**src/rtl/mul_div_unit.sv**
```systemverilog
// Multi-cycle signed multiply (radix-4 Booth) / divide (non-restoring) engine feeding HI/LO.
// Latency from accepting edge: MUL WIDTH/2+1, DIV WIDTH+2, DIV by zero 1 (MUL WIDTH/2+2 unsigned).
// No backpressure: start is taken only in IDLE and is dropped otherwise. MULDIV_UNSIGNED_EN adds is_unsigned.
module mul_div_unit #(
    parameter int WIDTH = 32
) (
    input  logic             clock,
    input  logic             clear,
    input  logic             start,
    input  logic             MUL,
    input  logic             DIV,
`ifdef MULDIV_UNSIGNED_EN
    input  logic             is_unsigned,
`endif
    input  logic [WIDTH-1:0] A,
    input  logic [WIDTH-1:0] B,
    output logic             busy,
    output logic             done,
    output logic             div_by_zero,
    output logic [WIDTH-1:0] Chigh,
    output logic [WIDTH-1:0] Clow
);
    localparam int W2 = 2 * WIDTH;
    localparam int RW = WIDTH + 2;          // partial remainder / divisor, signed, room for 2*|B|
    localparam int CW = $clog2(WIDTH + 2);

    typedef enum logic [2:0] {IDLE, MUL_ITER, DIV_ITER, DIV_FIX, DONE} state_t;

    state_t          state_q, state_d;
    logic [CW-1:0]   cnt_q, cnt_d;
    logic [W2-1:0]   acc_q, acc_d;          // product, or {remainder, quotient} once fixed up
    logic [W2-1:0]   mcand_q, mcand_d;      // extended multiplicand, shifted by 2 per digit
    logic [RW-1:0]   mplr_q, mplr_d;        // multiplier, consumed 2 bits per digit
    logic            prev_q, prev_d;        // bit below the current Booth pair
    logic [RW-1:0]   rem_q, rem_d;
    logic [WIDTH-1:0] quo_q, quo_d;
    logic [RW-1:0]   dvs_q, dvs_d;
    logic            negq_q, negq_d;
    logic            negr_q, negr_d;
    logic            dz_q, dz_d;            // current op is a divide by zero
    logic            uns_q, uns_d;
    logic            done_q, done_d;
    logic            dbz_q, dbz_d;
    logic [WIDTH-1:0] chigh_q, chigh_d;
    logic [WIDTH-1:0] clow_q, clow_d;

    logic             uns_req;
`ifdef MULDIV_UNSIGNED_EN
    assign uns_req = is_unsigned;
`else
    assign uns_req = 1'b0;
`endif

    // Operand preparation at the accepting edge
    logic             a_neg, b_neg;
    logic [WIDTH-1:0] a_mag, b_mag;
    logic [W2-1:0]    a_ext;
    logic [RW-1:0]    b_ext;
    assign a_neg = A[WIDTH-1] & ~uns_req;
    assign b_neg = B[WIDTH-1] & ~uns_req;
    assign a_mag = a_neg ? -A : A;          // most-negative maps onto itself = 2^(WIDTH-1) unsigned
    assign b_mag = b_neg ? -B : B;
    assign a_ext = uns_req ? {{WIDTH{1'b0}}, A} : {{WIDTH{A[WIDTH-1]}}, A};
    assign b_ext = uns_req ? {2'b00, B} : {B[WIDTH-1], B[WIDTH-1], B};

    // Booth digit selection and divide step datapath
    logic [W2-1:0]    addend;
    logic [RW-1:0]    r_sh, r_new;
    logic [WIDTH-1:0] r_fix, r_out, q_out;
    always_comb begin
        addend = '0;
        case ({mplr_q[1:0], prev_q})
            3'b001, 3'b010: addend = mcand_q;
            3'b011:         addend = {mcand_q[W2-2:0], 1'b0};
            3'b100:         addend = -{mcand_q[W2-2:0], 1'b0};
            3'b101, 3'b110: addend = -mcand_q;
            default:        addend = '0;
        endcase
        r_sh  = {rem_q[RW-2:0], quo_q[WIDTH-1]};
        r_new = rem_q[RW-1] ? (r_sh + dvs_q) : (r_sh - dvs_q);
        r_fix = rem_q[WIDTH-1:0] + (rem_q[RW-1] ? dvs_q[WIDTH-1:0] : {WIDTH{1'b0}});
        r_out = negr_q ? -r_fix : r_fix;
        q_out = negq_q ? -quo_q : quo_q;
    end

    // Next-state and control sequencing
    always_comb begin
        state_d = state_q;
        cnt_d   = cnt_q;
        acc_d   = acc_q;
        mcand_d = mcand_q;
        mplr_d  = mplr_q;
        prev_d  = prev_q;
        rem_d   = rem_q;
        quo_d   = quo_q;
        dvs_d   = dvs_q;
        negq_d  = negq_q;
        negr_d  = negr_q;
        dz_d    = dz_q;
        uns_d   = uns_q;
        done_d  = 1'b0;
        dbz_d   = dbz_q;
        chigh_d = chigh_q;
        clow_d  = clow_q;
        case (state_q)
            IDLE: begin
                if (start && (MUL ^ DIV)) begin
                    dbz_d = 1'b0;
                    dz_d  = 1'b0;
                    uns_d = uns_req;
                    if (MUL) begin
                        acc_d   = '0;
                        mcand_d = a_ext;
                        mplr_d  = b_ext;
                        prev_d  = 1'b0;
                        // unsigned needs one extra digit to cover the zero-extended top bit
                        cnt_d   = uns_req ? CW'(WIDTH / 2) : CW'(WIDTH / 2 - 1);
                        state_d = MUL_ITER;
                    end else if (B == '0) begin
                        acc_d   = {A, {WIDTH{1'b1}}};
                        dz_d    = 1'b1;
                        state_d = DONE;
                    end else begin
                        rem_d   = '0;
                        quo_d   = a_mag;
                        dvs_d   = {2'b00, b_mag};
                        negq_d  = a_neg ^ b_neg;
                        negr_d  = a_neg;
                        cnt_d   = CW'(WIDTH - 1);
                        state_d = DIV_ITER;
                    end
                end
            end
            MUL_ITER: begin
                acc_d   = acc_q + addend;
                mcand_d = {mcand_q[W2-3:0], 2'b00};
                mplr_d  = {2'b00, mplr_q[RW-1:2]};
                prev_d  = mplr_q[1];
                cnt_d   = cnt_q - CW'(1);
                if (cnt_q == '0) state_d = DONE;
            end
            DIV_ITER: begin
                rem_d = r_new;
                quo_d = {quo_q[WIDTH-2:0], ~r_new[RW-1]};
                cnt_d = cnt_q - CW'(1);
                if (cnt_q == '0) state_d = DIV_FIX;
            end
            DIV_FIX: begin
                acc_d   = {r_out, q_out};
                state_d = DONE;
            end
            DONE: begin
                chigh_d = acc_q[W2-1:WIDTH];
                clow_d  = acc_q[WIDTH-1:0];
                done_d  = 1'b1;
                dbz_d   = dz_q;
                state_d = IDLE;
            end
            default: state_d = IDLE;
        endcase
    end

    // State and datapath registers, cleared asynchronously
    always_ff @(posedge clock or posedge clear) begin
        if (clear) begin
            state_q <= IDLE;
            cnt_q   <= '0;
            acc_q   <= '0;
            mcand_q <= '0;
            mplr_q  <= '0;
            prev_q  <= 1'b0;
            rem_q   <= '0;
            quo_q   <= '0;
            dvs_q   <= '0;
            negq_q  <= 1'b0;
            negr_q  <= 1'b0;
            dz_q    <= 1'b0;
            uns_q   <= 1'b0;
            done_q  <= 1'b0;
            dbz_q   <= 1'b0;
            chigh_q <= '0;
            clow_q  <= '0;
        end else begin
            state_q <= state_d;
            cnt_q   <= cnt_d;
            acc_q   <= acc_d;
            mcand_q <= mcand_d;
            mplr_q  <= mplr_d;
            prev_q  <= prev_d;
            rem_q   <= rem_d;
            quo_q   <= quo_d;
            dvs_q   <= dvs_d;
            negq_q  <= negq_d;
            negr_q  <= negr_d;
            dz_q    <= dz_d;
            uns_q   <= uns_d;
            done_q  <= done_d;
            dbz_q   <= dbz_d;
            chigh_q <= chigh_d;
            clow_q  <= clow_d;
        end
    end

    assign busy        = (state_q == MUL_ITER) || (state_q == DIV_ITER) || (state_q == DIV_FIX);
    assign done        = done_q;
    assign div_by_zero = dbz_q;
    assign Chigh       = chigh_q;
    assign Clow        = clow_q;
endmodule

```
**config.mk**
```make
export PLATFORM = sky130hd
export DESIGN_NAME = mul_div_unit
export DESIGN_NICKNAME = d
export VERILOG_FILES = /design/src/rtl/mul_div_unit.sv
export SDC_FILE = /design/constraint.sdc
export NUM_CORES = 2
export LEC_CHECK = 0
export ABC_AREA = 1
export CAP_MARGIN = 20
export CELL_PAD_IN_SITES_DETAIL_PLACEMENT = 1
export CELL_PAD_IN_SITES_GLOBAL_PLACEMENT = 1
export CORE_MARGIN = 4
export CORE_UTILIZATION = 43
export DETAILED_ROUTE_END_ITERATION = 8
export HOLD_SLACK_MARGIN = 0.08
export PLACE_DENSITY = 0.87
export SLEW_MARGIN = 5
export SYNTH_ARGS = -nofsm -noshare
export SYNTH_HDL_FRONTEND = slang
export SYNTH_SLANG_ARGS = --single-unit
```
**constraint.sdc**
```tcl
create_clock -name clock -period 26.4 [get_ports clock]
set_input_delay 5.28 -clock clock [delete_from_list [all_inputs] [get_ports clock]]
set_output_delay 5.28 -clock clock [all_outputs]
set_load 0.05 [all_outputs]
```
* After elaboration in Yosys (flattened, before gate mapping)
Cells that the tools add are included.
Cells by class: $add $sub $neg 11, multiplexer cells 43, reduce and logical (&&, ||, !) cells 22, bitwise gates (word level) 5, eq/ne operators 18
Operator list (count):
- 2-to-1 mux 64 bit | 5
- 2-to-1 mux 32 bit | 8
- case mux 64 bit (4 select lines) | 1
- 2-to-1 mux 34 bit | 6
- case mux 64 bit (3 select lines) | 1
- case mux 34 bit (2 select lines) | 2
- negator 32 bit | 4
- negator 64 bit | 2
- case mux 64 bit (2 select lines) | 1
- adder 64 bit | 1
- case mux 32 bit (2 select lines) | 1
- adder 34 x 32 -> 34 bit | 1
- subtractor 34 x 32 -> 34 bit | 1
- adder 32 bit | 1
- zero test 32 bit | 1
- 2-to-1 mux 6 bit | 3
- 2-to-1 mux 3 bit | 5
- equality test 3 x 2 -> 1 bit (second input constant) | 4
- equality test 3 bit (second input constant) | 4
- inequality test 2 bit (second input constant) | 6
- case mux 3 bit (4 select lines) | 1
- case mux 6 bit (2 select lines) | 1
- AND reduction 3 bit | 4
- AND reduction 4 bit | 2
- other kinds (15) | 33
Storage, ports and cells: bits in registers 339, input port bits 69, logic and storage cells 115, output and inout bits 67

* Depth between registers and ports, before layout
word-level depth 6, depth in mapped cells 30, depth with buffers taken out 30

* Least setup slack after synthesis
OpenSTA, ideal clock, no wires.
path kind input port to flip-flop, from input port B[1], to register cnt_q[3], setup slack 19.270 ns, arrival 7.009 ns, required time 26.278 ns, cell stages on the path 18, buffers on the path 0, library setup time 0.122 ns, cells stage by stage inv_1 ha_1 inv_1 nor3_4 nand4_2 nor2_4 nand3_2 nor2_4 nand3_2 nor2_1 nand3_1 nand2_1 inv_1 nor2_4 inv_2 nand3_2 xor2_1 nand2_1
On the way: cells in the longest elaborated chain, start to end 3
RTL lines:
- start, declared | line 16 | input logic [WIDTH-1:0] B,
- zero test 32 bit | line 119 | end else if (B == '0) begin
- inequality test 3 bit (no line)
- AND reduction 3 bit (no line)
- end signal, assigned | line 185 | cnt_q <= cnt_d;
- end, declared | line 30 | logic [CW-1:0] cnt_q, cnt_d;
No other way between the ends. A chain may end at the register's enable or synchronous reset.

* Worst setup path after layout
from input port B[0], to register acc_q[22]
On the way: cells in the longest elaborated chain, start to end 3
RTL lines:
- zero test 32 bit | line 119
- inequality test 3 bit (no line)
- AND reduction 3 bit (no line)
- end signal, assigned | line 168 | acc_q <= '0;
- end signal, assigned | line 186 | acc_q <= acc_d;
- end, declared | line 31 | logic [W2-1:0] acc_q, acc_d;
No other way between the ends.

==> results.md <==
- Detailed Route WL: 130 mm
- Crit-path max FO: 26
- Adder-cell share of the synthesized area: 0.0576
- Die width: between 200 and 300 microns
- Num rows: 97
- Multiplexer share of the synthesized area: 0
- First-pass GRT wire length: between 150 and 200 mm
- FF+latch count, synth: 338
- Max clock buf depth: 3
- Postcts setup bufs: 0
- DR vias/cell: 5.91
- Ys async rst share: 1.00
- Share of layout cells above drive strength 1: 0.0562
- Core area: approximately 70,000 sq um
- Vias: approximately 34k
- Layout area overhead: 13.2%
- Commonest cells after routing, fill and taps aside: 1,182 x nand2_1, 701 x inv_1, 487 x o21ai_0, 393 x nor2_1, 338 x dfrtp_1
- Final Cycle Share: 0.323
- Critical path class: in2reg
- CP arrival: 9020 ps
- Hold buffers post-CTS: 0
- Clock root buffer: clkbuf_16
- Element type at the critical path start: primary input
- Nets: 5,012
- EDFF count, synth: 0
- Hold WC Path Type: reg2reg
- IO Pins: 136
- Xor-xnor portion of the synthesized cell area: 0.0383
- # fillers: approximately 9.4k
- Port bufs: roughly 140
- WL per Instance: 22.5 microns
- Initial Util: 0.434
- Residual DRC: 0
- Area of the multi-input gates: 18,600 sq um
- Register Area: 8460 sq um
- H-tree level count: 2
- Critical Path RT: 26,890 ps
- GP Congestion: 1.04
- Prevailing post-synth register cell: dfrtp_1
- GRT overflow: 0
- Die outline height: 274 microns
- Final setup violation count: 0
- # resized after CTS: 0
- Yosys warns: 0
- Number of max-cap violations: 0
- Reg clk slew, reported paths: 60 ps
- Synth Cell Area: slightly above 30,000 sq um
- Initial antenna violation count: 14
- Number of buffers created by CTS: 45
- Slew @ Worst Pin: 1080 ps
- Setup_tns: 0 ps
- CTS sink count: 338
- Vias in the first global route: between 30k and 40k
- DR iter-0 viols: between 2k and 3k
- Clock latency on the worst-skew pair: slightly above 600 ps
- Average size of a mapped cell: 6.40 sq um
- Global Route Usage Sum: 0.341
- Slew headroom: 0.276
- Final Hold Fails: 0
- Die area: 75,000 sq um
- Hpwl dp: 103 mm
- Setup Skew: about 41 ps
- Most common cell after layout, fill and taps aside: nand2_1
- Synth Area in Compound Gates: 0.206
- Largest family of logic cells by synthesized area: simple AND/OR/NAND/NOR gates
- Status: complete, no violations
- CTS tree: yes
- Highest clock rate: 0.117 GHz
- Post-Synth Simple-Gate Area: 0.309
- Drt first pass iters: 5
- Netlist cell types: 64
- Unrepaired setup endpoints after global routing: no
- Largest net degree at the start of global routing: 117
- Sequential area share after synthesis: 0.278
- Routed Antenna Nets: 0
- Post-Synthesis Cells: about 4.7k
- Slew Limit Fails: 0
- Worst setup EP type: flip-flop
- Min Tclk post-route: 8540 ps
- Synth Net Count: approximately 5.0k
final timing paths:
kind | startpoint | endpoint | slack [ps] | cells after the start
max in group asynchronous | clear | mcand_q[58]$_DFFE_PP0P_ | 19120 | 4
worst max-delay path | B[0] | acc_q[22]$_DFFE_PP0P_ | 17860 | 14
worst max register to register | mplr_q[0]$_DFFE_PP0P_ | acc_q[32]$_DFFE_PP0P_ | 20410 | 22
min in group asynchronous | clear | Clow[8]$_DFFE_PP0P_ | 5220 | 2
worst min register to register | Clow[29]$_DFFE_PP0P_ | Clow[29]$_DFFE_PP0P_ | 480 | 2
worst min-delay path | Clow[29]$_DFFE_PP0P_ | Clow[29]$_DFFE_PP0P_ | 480 | 2
area by class of cell:
type | count | share of cell area
Antenna cell | 5 | 0.000364
Clock buffer | 62 | 0.0391
Clock inverter | 19 | 0.00986
Inverter | 736 | 0.0807
Multi-Input combinational cell | 3513 | 0.541
Sequential cell | 338 | 0.246
Tap cell | 940 | 0.0342
Timing Repair Buffer | 171 | 0.0489
stage by stage:
stage | setup slack [ps] | cells | utilization | cell area, sq um | hold WS (ps)
after global placement | 17500 | 5695 | 0.465 | 32600 | 461
final | 17860 | 5784 | 0.491 | 34400 | 477
after CTS | 18010 | 5776 | 0.490 | 34300 | 483
after detailed placement | 17400 | 5695 | 0.465 | 32600 | 464
after floorplan | 11750 | 4743 | - | 30400 | 450
after global routing | 17720 | 5779 | 0.491 | 34400 | 502
critical path: stages:
cell	delay [ps]
clkdlybuf4s50_1	490
inv_1	140
ha_1	160
inv_1	70
nor3_4	200
nand3_1	130
nor3_2	230
nor2_1	70
nand2_1	110
nand2_2	420
nor2_2	830
inv_2	380
o32ai_1	380
inv_1	80
cells in the mapped netlist, types with 4 or more instances:
cell          n  area, sq um
clkinv_1      5         18.8
o2111ai_1    22          193
o31ai_1       7         52.6
or2_2        19          119
inv_2        27          101
o221ai_1      6         52.6
nor2_2       16          100
ha_1        135         1690
o21bai_1     20          150
nand2_2      21          131
nor4_1       21          131
and3_1        6         37.5
a21boi_0      5         37.5
and2_1        6         37.5
nand3b_1     13         97.6
inv_1       704         2640
a22oi_1       4         30.0
nand3_2      13          130
a32o_1        6         60.1
nand3_1     296         1480
a31oi_1      25          156
buf_2        12         60.1
nor2_1      399         1500
o21a_1        7         52.6
nor3_1       62          310
xor2_1      108          946
xnor2_1      23          201
dfrtp_1     338         8460
a221o_1      21          210
o21ai_1      33          165
nor2_4       16          180
a221oi_1     11         96.3
a32oi_1       7         61.3
nand2_1    1185         4450
clkbuf_1    119          447
o21ai_0     487         2440
buf_1        24         90.1
nor3_2       10          100
nand4_1      52          325
o32ai_1       5         43.8
o211ai_1     74          556
o22ai_1      65          407
a21o_1       10         75.1
a21oi_1     264         1320
sequential cells by signal (all words and copies together) (netlist names):
signal	flops
state_q	3
dvs_q	32
negq_q	1
div_by_zero	1
negr_q	1
cnt_q	6
prev_q	1
mplr_q	33
rem_q	34
acc_q	64
dz_q	1
mcand_q	64
Chigh	32
Clow	32
done	1
quo_q	32
layer usage:
layer | part of all wire | global-route usage | wire (microns) | up-vias
li1 | - | - | - | 15800
met1 | 0.41 | 0.434 | 53500 | 16700
met2 | 0.44 | 0.542 | 57700 | 1304
met3 | 0.081 | 0.0759 | 10500 | 388
met4 | 0.064 | 0.181 | 8270 | 16
met5 | 0.00084 | 0 | 109 | -
cell families (layout without fill, tap and decap cells):
logic type,count (synthesis),count (layout)
flops,338,338
other cells,0,5
simple gates,2153,2153
compound gates,1090,1090
buf+inv,892,988
xor+xnor,132,132
fa+ha+maj,138,138
Power is left out: the tool's default activity adds up to more than one toggle a clock period on the data nets, which glitch-free logic cannot reach.
